## src/rtl/stream_ser.sv

```systemverilog
// ---------------------------------------------------------------------------
// stream_ser -- valid/ready width-down serializer.
//
// Accepts one wide word (RATIO beats of DATA_W bits) on the input stream and
// emits it as RATIO narrow beats on the output stream. The next word is
// accepted in the same cycle the last beat of the current word leaves, so
// back-to-back words stream with no bubble.
//
// Parameters:
//   DATA_W  width of one output beat in bits
//   RATIO   output beats per input word (2..256, any value in that range)
//
// Ports:
//   clk      in   single clock, rising edge
//   reset_n  in   asynchronous active-low reset
//   i_data   in   wide input word (DATA_W*RATIO bits)
//   i_valid  in   input word valid
//   i_ready  out  block can accept a word this cycle
//   o_data   out  current output beat
//   o_valid  out  output beat valid
//   o_ready  in   downstream accepts beat
//   o_last   out  current beat is the final beat of its word
//
// Build option:
//   STREAM_SER_MSB_FIRST_EN  defined   -> beats leave MSB slice first
//                            undefined -> beats leave LSB slice first
// ---------------------------------------------------------------------------
module stream_ser #(
  parameter int DATA_W = 8,
  parameter int RATIO  = 4
) (
  input  logic                     clk,
  input  logic                     reset_n,
  input  logic [DATA_W*RATIO-1:0]  i_data,
  input  logic                     i_valid,
  output logic                     i_ready,
  output logic [DATA_W-1:0]        o_data,
  output logic                     o_valid,
  input  logic                     o_ready,
  output logic                     o_last
);

  localparam int CNT_W = $clog2(RATIO);
  localparam logic [CNT_W-1:0] CNT_LAST = CNT_W'(RATIO - 1);
  localparam logic [CNT_W-1:0] CNT_ONE  = CNT_W'(1);

  typedef enum logic {EMP = 1'b0, LOADED = 1'b1} st_t;

  st_t                     st_q, st_d;
  logic [DATA_W*RATIO-1:0] buf_q, buf_d;
  logic [CNT_W-1:0]        cnt_q, cnt_d;

  logic in_fire;
  logic out_fire;
  logic last_fire;
  logic cnt_at_last;

  // Beat k of the held word, already reordered for the selected beat order,
  // so the output mux is a plain index by the counter.
  logic [DATA_W-1:0] beat [RATIO];

  genvar gi;
  generate
    for (gi = 0; gi < RATIO; gi++) begin : g_beat
`ifdef STREAM_SER_MSB_FIRST_EN
      assign beat[gi] = buf_q[(RATIO-1-gi)*DATA_W +: DATA_W];
`else
      assign beat[gi] = buf_q[gi*DATA_W +: DATA_W];
`endif
    end
  endgenerate

  assign cnt_at_last = (cnt_q == CNT_LAST);
  assign out_fire    = o_valid && o_ready;
  assign last_fire   = out_fire && cnt_at_last;
  assign in_fire     = i_valid && i_ready;

  // State register
  always_ff @(posedge clk or negedge reset_n) begin
    if (!reset_n) begin
      st_q  <= EMP;
      buf_q <= '0;
      cnt_q <= '0;
    end else begin
      st_q  <= st_d;
      buf_q <= buf_d;
      cnt_q <= cnt_d;
    end
  end

  // Next-state logic
  always_comb begin
    st_d  = st_q;
    buf_d = buf_q;
    cnt_d = cnt_q;
    case (st_q)
      EMP: begin
        if (in_fire) begin
          buf_d = i_data;
          cnt_d = '0;
          st_d  = LOADED;
        end
      end
      LOADED: begin
        if (out_fire) begin
          if (cnt_at_last) begin
            cnt_d = '0;
            // i_ready is high on last_fire, so in_fire == i_valid here:
            // either refill in place or drain to empty.
            if (in_fire) begin
              buf_d = i_data;
              st_d  = LOADED;
            end else begin
              st_d  = EMP;
            end
          end else begin
            cnt_d = cnt_q + CNT_ONE;
          end
        end
      end
      default: begin
        st_d  = EMP;
        cnt_d = '0;
      end
    endcase
  end

  // Output logic. i_ready depends combinationally on o_ready through
  // last_fire; that path is what makes the refill zero-bubble.
  always_comb begin
    o_valid = (st_q == LOADED);
    o_last  = (st_q == LOADED) && cnt_at_last;
    i_ready = (st_q == EMP) || last_fire;
    o_data  = beat[cnt_q];
  end

endmodule

```

## config.mk

```make
export PLATFORM = sky130hd
export DESIGN_NAME = stream_ser
export DESIGN_NICKNAME = d
export VERILOG_FILES = /design/src/rtl/stream_ser.sv
export SDC_FILE = /design/constraint.sdc
export NUM_CORES = 1
export LEC_CHECK = 0
export ABC_AREA = 1
export CORE_ASPECT_RATIO = 1.4
export CORE_MARGIN = 2
export CORE_UTILIZATION = 45
export DETAILED_ROUTE_END_ITERATION = 8
export GPL_TIMING_DRIVEN = 0
export HOLD_SLACK_MARGIN = 0.15
export PLACE_DENSITY = 0.73
export SLEW_MARGIN = 40
export SYNTH_ARGS = -nofsm -noshare
export SYNTH_HDL_FRONTEND = slang
export SYNTH_SLANG_ARGS = --single-unit
```

## constraint.sdc

```tcl
create_clock -name clk -period 1.5 [get_ports clk]
set_clock_uncertainty 0.2 [all_clocks]
set_input_delay 0.3 -clock clk [delete_from_list [all_inputs] [get_ports clk]]
set_output_delay 0.3 -clock clk [all_outputs]
set_load 0.01 [all_outputs]
```

* Yosys cells after proc, flatten, opt, wreduce, memory -nomap -nowiden
Cells that the tools add are included.
** Storage, ports and cells
- Logic and storage cells :: 33
- Register bits :: 35
** Operators by class
- Multiplexer cells :: 15
- Equal/unequal tests :: 4
- Bitwise operators :: 2
- Reduce and logical (&&, ||, !) cells :: 7
- Add/subtract/negate cells :: 1
- Magnitude comparators :: 1
** Operators by type and width (count)
- two-way mux 32 bit :: 3
- case mux 32 bit (2 select lines) :: 1
- binary-select mux 8 bit (select 2 bit) :: 1
- two-way mux 8 bit :: 2
- two-way mux 2 bit :: 3
- logical AND 1 bit :: 4
- != test 2 x 1 -> 1 bit, second input constant :: 2
- case mux 2 bit (2 select lines) :: 1
- AND reduction 2 bit :: 2
- >= comparator 3 bit, second input constant :: 1
- two-way mux 1 bit :: 3
- NOT 2 -> 3 bit :: 1
- adder 2 x 1 -> 2 bit, second input constant :: 1
- == test 2 bit, second input constant :: 1
- != test 2 bit, second input constant :: 1
- case mux 1 bit (2 select lines) :: 1
- logical OR 1 bit :: 1
- NOT 1 bit :: 1

* Logic depth before layout (Yosys ltp)
- Depth after elaboration :: 8
- Mapped depth :: 7
- Mapped depth without buffers :: 6

* Worst setup path before layout
Ideal clock, no wire load.
- Path kind :: flip-flop to output port
- From :: register cnt_q[0]
- To :: output port o_data[2]
- Data arrival time :: 0.977 ns
- Cell stages (with the launch flop) :: 6
- Required time :: 1.000 ns
- Setup slack :: 0.023 ns
- Path buffers :: 2
- Cells stage by stage :: dfrtp_1 buf_2 buf_6 or2_0 nand3_1 nand2_1
** Between the ends
- Cells in the longest elaborated chain, start to end :: 4
** RTL lines
- start: declaration :: line 51 : logic [CNT_W-1:0] cnt_q, cnt_d;
- start signal: assignment :: line 87 : cnt_q <= cnt_d;
- NOT 2 -> 3 bit (implied by the code) :: line 134 : o_data = beat[cnt_q];
- binary-select mux 8 bit (select 2 bit) :: line 134
- two-way mux 8 bit (implied by the code) (2 in series) :: line 134
- end: declaration :: line 37 : output logic [DATA_W-1:0] o_data,
Every way passes these cells. The select of a mux whose other input is x is not followed.

* Worst setup path after layout
- From :: register cnt_q[0]
- To :: output port i_ready
** Between the ends
- Cells in the longest elaborated chain, start to end :: 3
** RTL lines
- == test 2 bit :: line 73 : assign cnt_at_last = (cnt_q == CNT_LAST);
- logical AND 1 bit :: line 75 : assign last_fire = out_fire && cnt_at_last;
- logical OR 1 bit :: line 133 : i_ready = (st_q == EMP) || last_fire;
- end: declaration :: line 36 : output logic i_ready,
Every way passes these cells.

==> out/metrics.csv <==
metric,value,unit
n_diodes,0,
number of fill cells,355,
sequential share of power,0.315,
PwrDens,1843,nW/um^2
total congestion overflow,0,
clk slew on worst S/H paths,70,ps
Worst setup EP type,primary output,
"Endpoint, Worst Hold",buf_q[12],
GRT Util Overall,0.2146,
Synth area leader,dfrtp_1,
vias per cell,4.712,
Max VDD drop,0.8443,mV
final worst slack,-431.0,ps
worst path required time,1000,ps
cell area after synthesis,2016,sq um
TritonRoute pass-1 iters,4,
die footprint,5038,sq um
H-tree depth,2,
period utilization,1.287,
CP max stage delay,390,ps
Worst Hold Class,reg -> reg,
P&R area growth vs syn,44.13,%
pin count of the biggest net entering global routing,19,
final worst path period need,1931,ps
CTS sink cnt,35,
RSZ-0062 raised after global routing,yes,
DP HPWL,3.333,mm
post-route setup TNS,-10280,ps
clk buf depth,2,
"setup slack, reg-to-reg",-240,ps
initial antenna violation count,0,
CTS tree,done,
"FF+latch count, synth",35,
Placer Congestion,0.7891,
synthesized netlist net count,282,
Avg Inst Size Synth,8.227,sq um
actual slew at the worst max-slew pin,459.0,ps
I/O Buffers,45,
fin nets,348,
FF-to-FF path depth,10,
Worst Path Arrival,1430,ps
cts bufs inserted,5,
Post-Syn Instances,245,
maximum fanout along the worst path,3,
first-pass GRT wire length,8.142,mm
die width,60.57,um
Crit Path Class,reg -> out,
Leakage,1.458,nW
worst-path cell chain,"buf_4, buf_6, ha_4, nand2_4, nand2_4, buf_6, buf_6",
Root Buffer Master,clkbuf_8,
slowest CP cell,dfrtp_1,
Pint,3.139,mW
via count,1753,
routed wire length,4.897,mm
Final Max Tran Viols,0,
die height,83.19,um
Yosys cell types,16,
ranking of synthesized cells by area,"dfrtp_1, nand2_2, nand3_1",
Rel. slew slack,0.6940,
initial core utilization,0.4716,
Sw Share,0.4139,
"antenna viol nets, final",0,
Fin. Hold Viols,0,
Initial DRC Count,81,
Core Area,4274,sq um
Worst Hold Launch,buf_q[12],
placed instance count,351,
Max Cap Violations,0,
vias in the first global route,1809,
outcome,"finished, violations left",
Most Frequent Cell on Critical Path,buf_6,
Clock power frac,0.124,
Logic pwr share,0.561,
DRC,0,
final cell count without fillers,372,
final count of negative-setup-slack endpoints,42,
Psw,2.217,mW
clk_lat worst skew,290,ps
post-synthesis sequential area ratio,0.4345,
I/O pin count,47,
Fin Hold WS,280.0,ps
WL/cell,13.16,um
Worst R2R End,buf_q[15],
reg-to-reg startpoint,cnt_q[0],
nature of the critical path startpoint,flop,
layout cells sized above 1,0.4231,
# rows,28,
Hold Path Stages,2,
Max Freq,517.9,MHz
violated checks,setup timing,
Yosys top cell area share,0.4345,
YS warnings,0,
-- cells in the mapped netlist --
library cell / number
nand2_2: 60
nand3_1: 51
nand2_1: 43
dfrtp_1: 35
inv_1: 29
buf_2: 6
or2_2: 5
buf_12: 3
buf_4: 3
or2_0: 3
buf_6: 2
clkinv_1: 1
ha_1: 1
nand2_4: 1
nand2_8: 1
nand4_1: 1
-- cells in the final DEF (no fill, tap or decap), types with 7 or more instances in the layout --
cell	instances
nand2_1	34
buf_6	10
buf_2	11
dfrtp_1	34
clkdlybuf4s50_1	33
inv_1	28
buf_4	7
nand2_2	67
nand3_2	9
nand3_1	42
-- final cells by class --
class,instances,area [sq um],share of cell area
Inverter,30,120.1,0.04134
Timing Repair Buffer,59,615.6,0.2119
Clock inverter,1,5.005,0.001723
Buffer,14,153.9,0.05297
Tap cell,60,75.07,0.02584
Sequential cell,35,877.1,0.3019
Multi-Input combinational cell,166,982.2,0.3381
Clock buffer,7,76.32,0.02627
-- cell families after synthesis --
group                    after synthesis  share of synthesized area
AND/OR/NAND/NOR                      165                     0.4364
adder cells (fa/ha/maj)                1                   0.006206
buffers and inverters                 44                     0.1229
flip-flops                            35                     0.4345
-- sequential cells by signal (all words and copies together) (netlist names) --
signal / count
buf_q: 32
cnt_q: 2
o_valid: 1
-- worst max path at each step --
| stage | from | end | slack (ps) | cells past startpoint |
|---|---|---|---|---|
| after floorplan | cnt_q[0] | o_data[2] | 20 | 5 |
| after global placement | reset_n | buf_q[28] | -880 | 1 |
| after detailed placement | o_ready | i_ready | -830 | 5 |
| after CTS | cnt_q[0] | o_data[5] | -430 | 6 |
| after global routing | cnt_q[0] | o_data[0] | -490 | 7 |
| final | cnt_q[0] | i_ready | -430 | 7 |
-- power by group through the flow --
stage	sequential, mW	clock, mW	combinational (mW)
detailed placement	1.69	0	2.61
floorplan	1.62	0	1.73
finish	1.69	0.665	3.00
global route	1.74	0.716	3.32
global placement	1.68	0	2.56
CTS	1.68	0.674	2.74
-- metal layers --
metal / track usage / vias to the layer above / share of wire
met5: 0 / - / 0
met4: 0.08498 / 0 / 0.022
met3: 0.02492 / 9 / 0.024
met2: 0.3744 / 29 / 0.54
met1: 0.2565 / 828 / 0.41
li1: - / 887 / -
-- critical path: cells and delay by family (launching register included) --
family / cells / cell delay, ps
simple gates: 2 / 120
fa+ha+maj: 1 / 170
flops: 1 / 390
buf+inv: 4 / 470
-- repair_timing --
action / 4_1_cts / 5_1_grt
setup endpoints to repair: 13 / 42
hold buffers: 2 / 0
resized for setup: 65 / 18
gates cloned: 2 / 1
hold endpoints to repair: 38 / 0
pin swaps: 9 / 6
buffers inserted: 6 / 2
-- stage by stage --
step                      area, sq um    util  setup slack, ps  power (mW)
after floorplan                  2016       -            23.45       3.342
after global placement           2541  0.5946           -878.0       4.238
after detailed placement         2564  0.5998           -834.7       4.300
after CTS                        2796  0.6543           -431.4       5.091
after global routing             2905  0.6797           -491.6       5.780
final                            2905  0.6797           -431.0       5.356
Power figures use the tool's default switching activity.
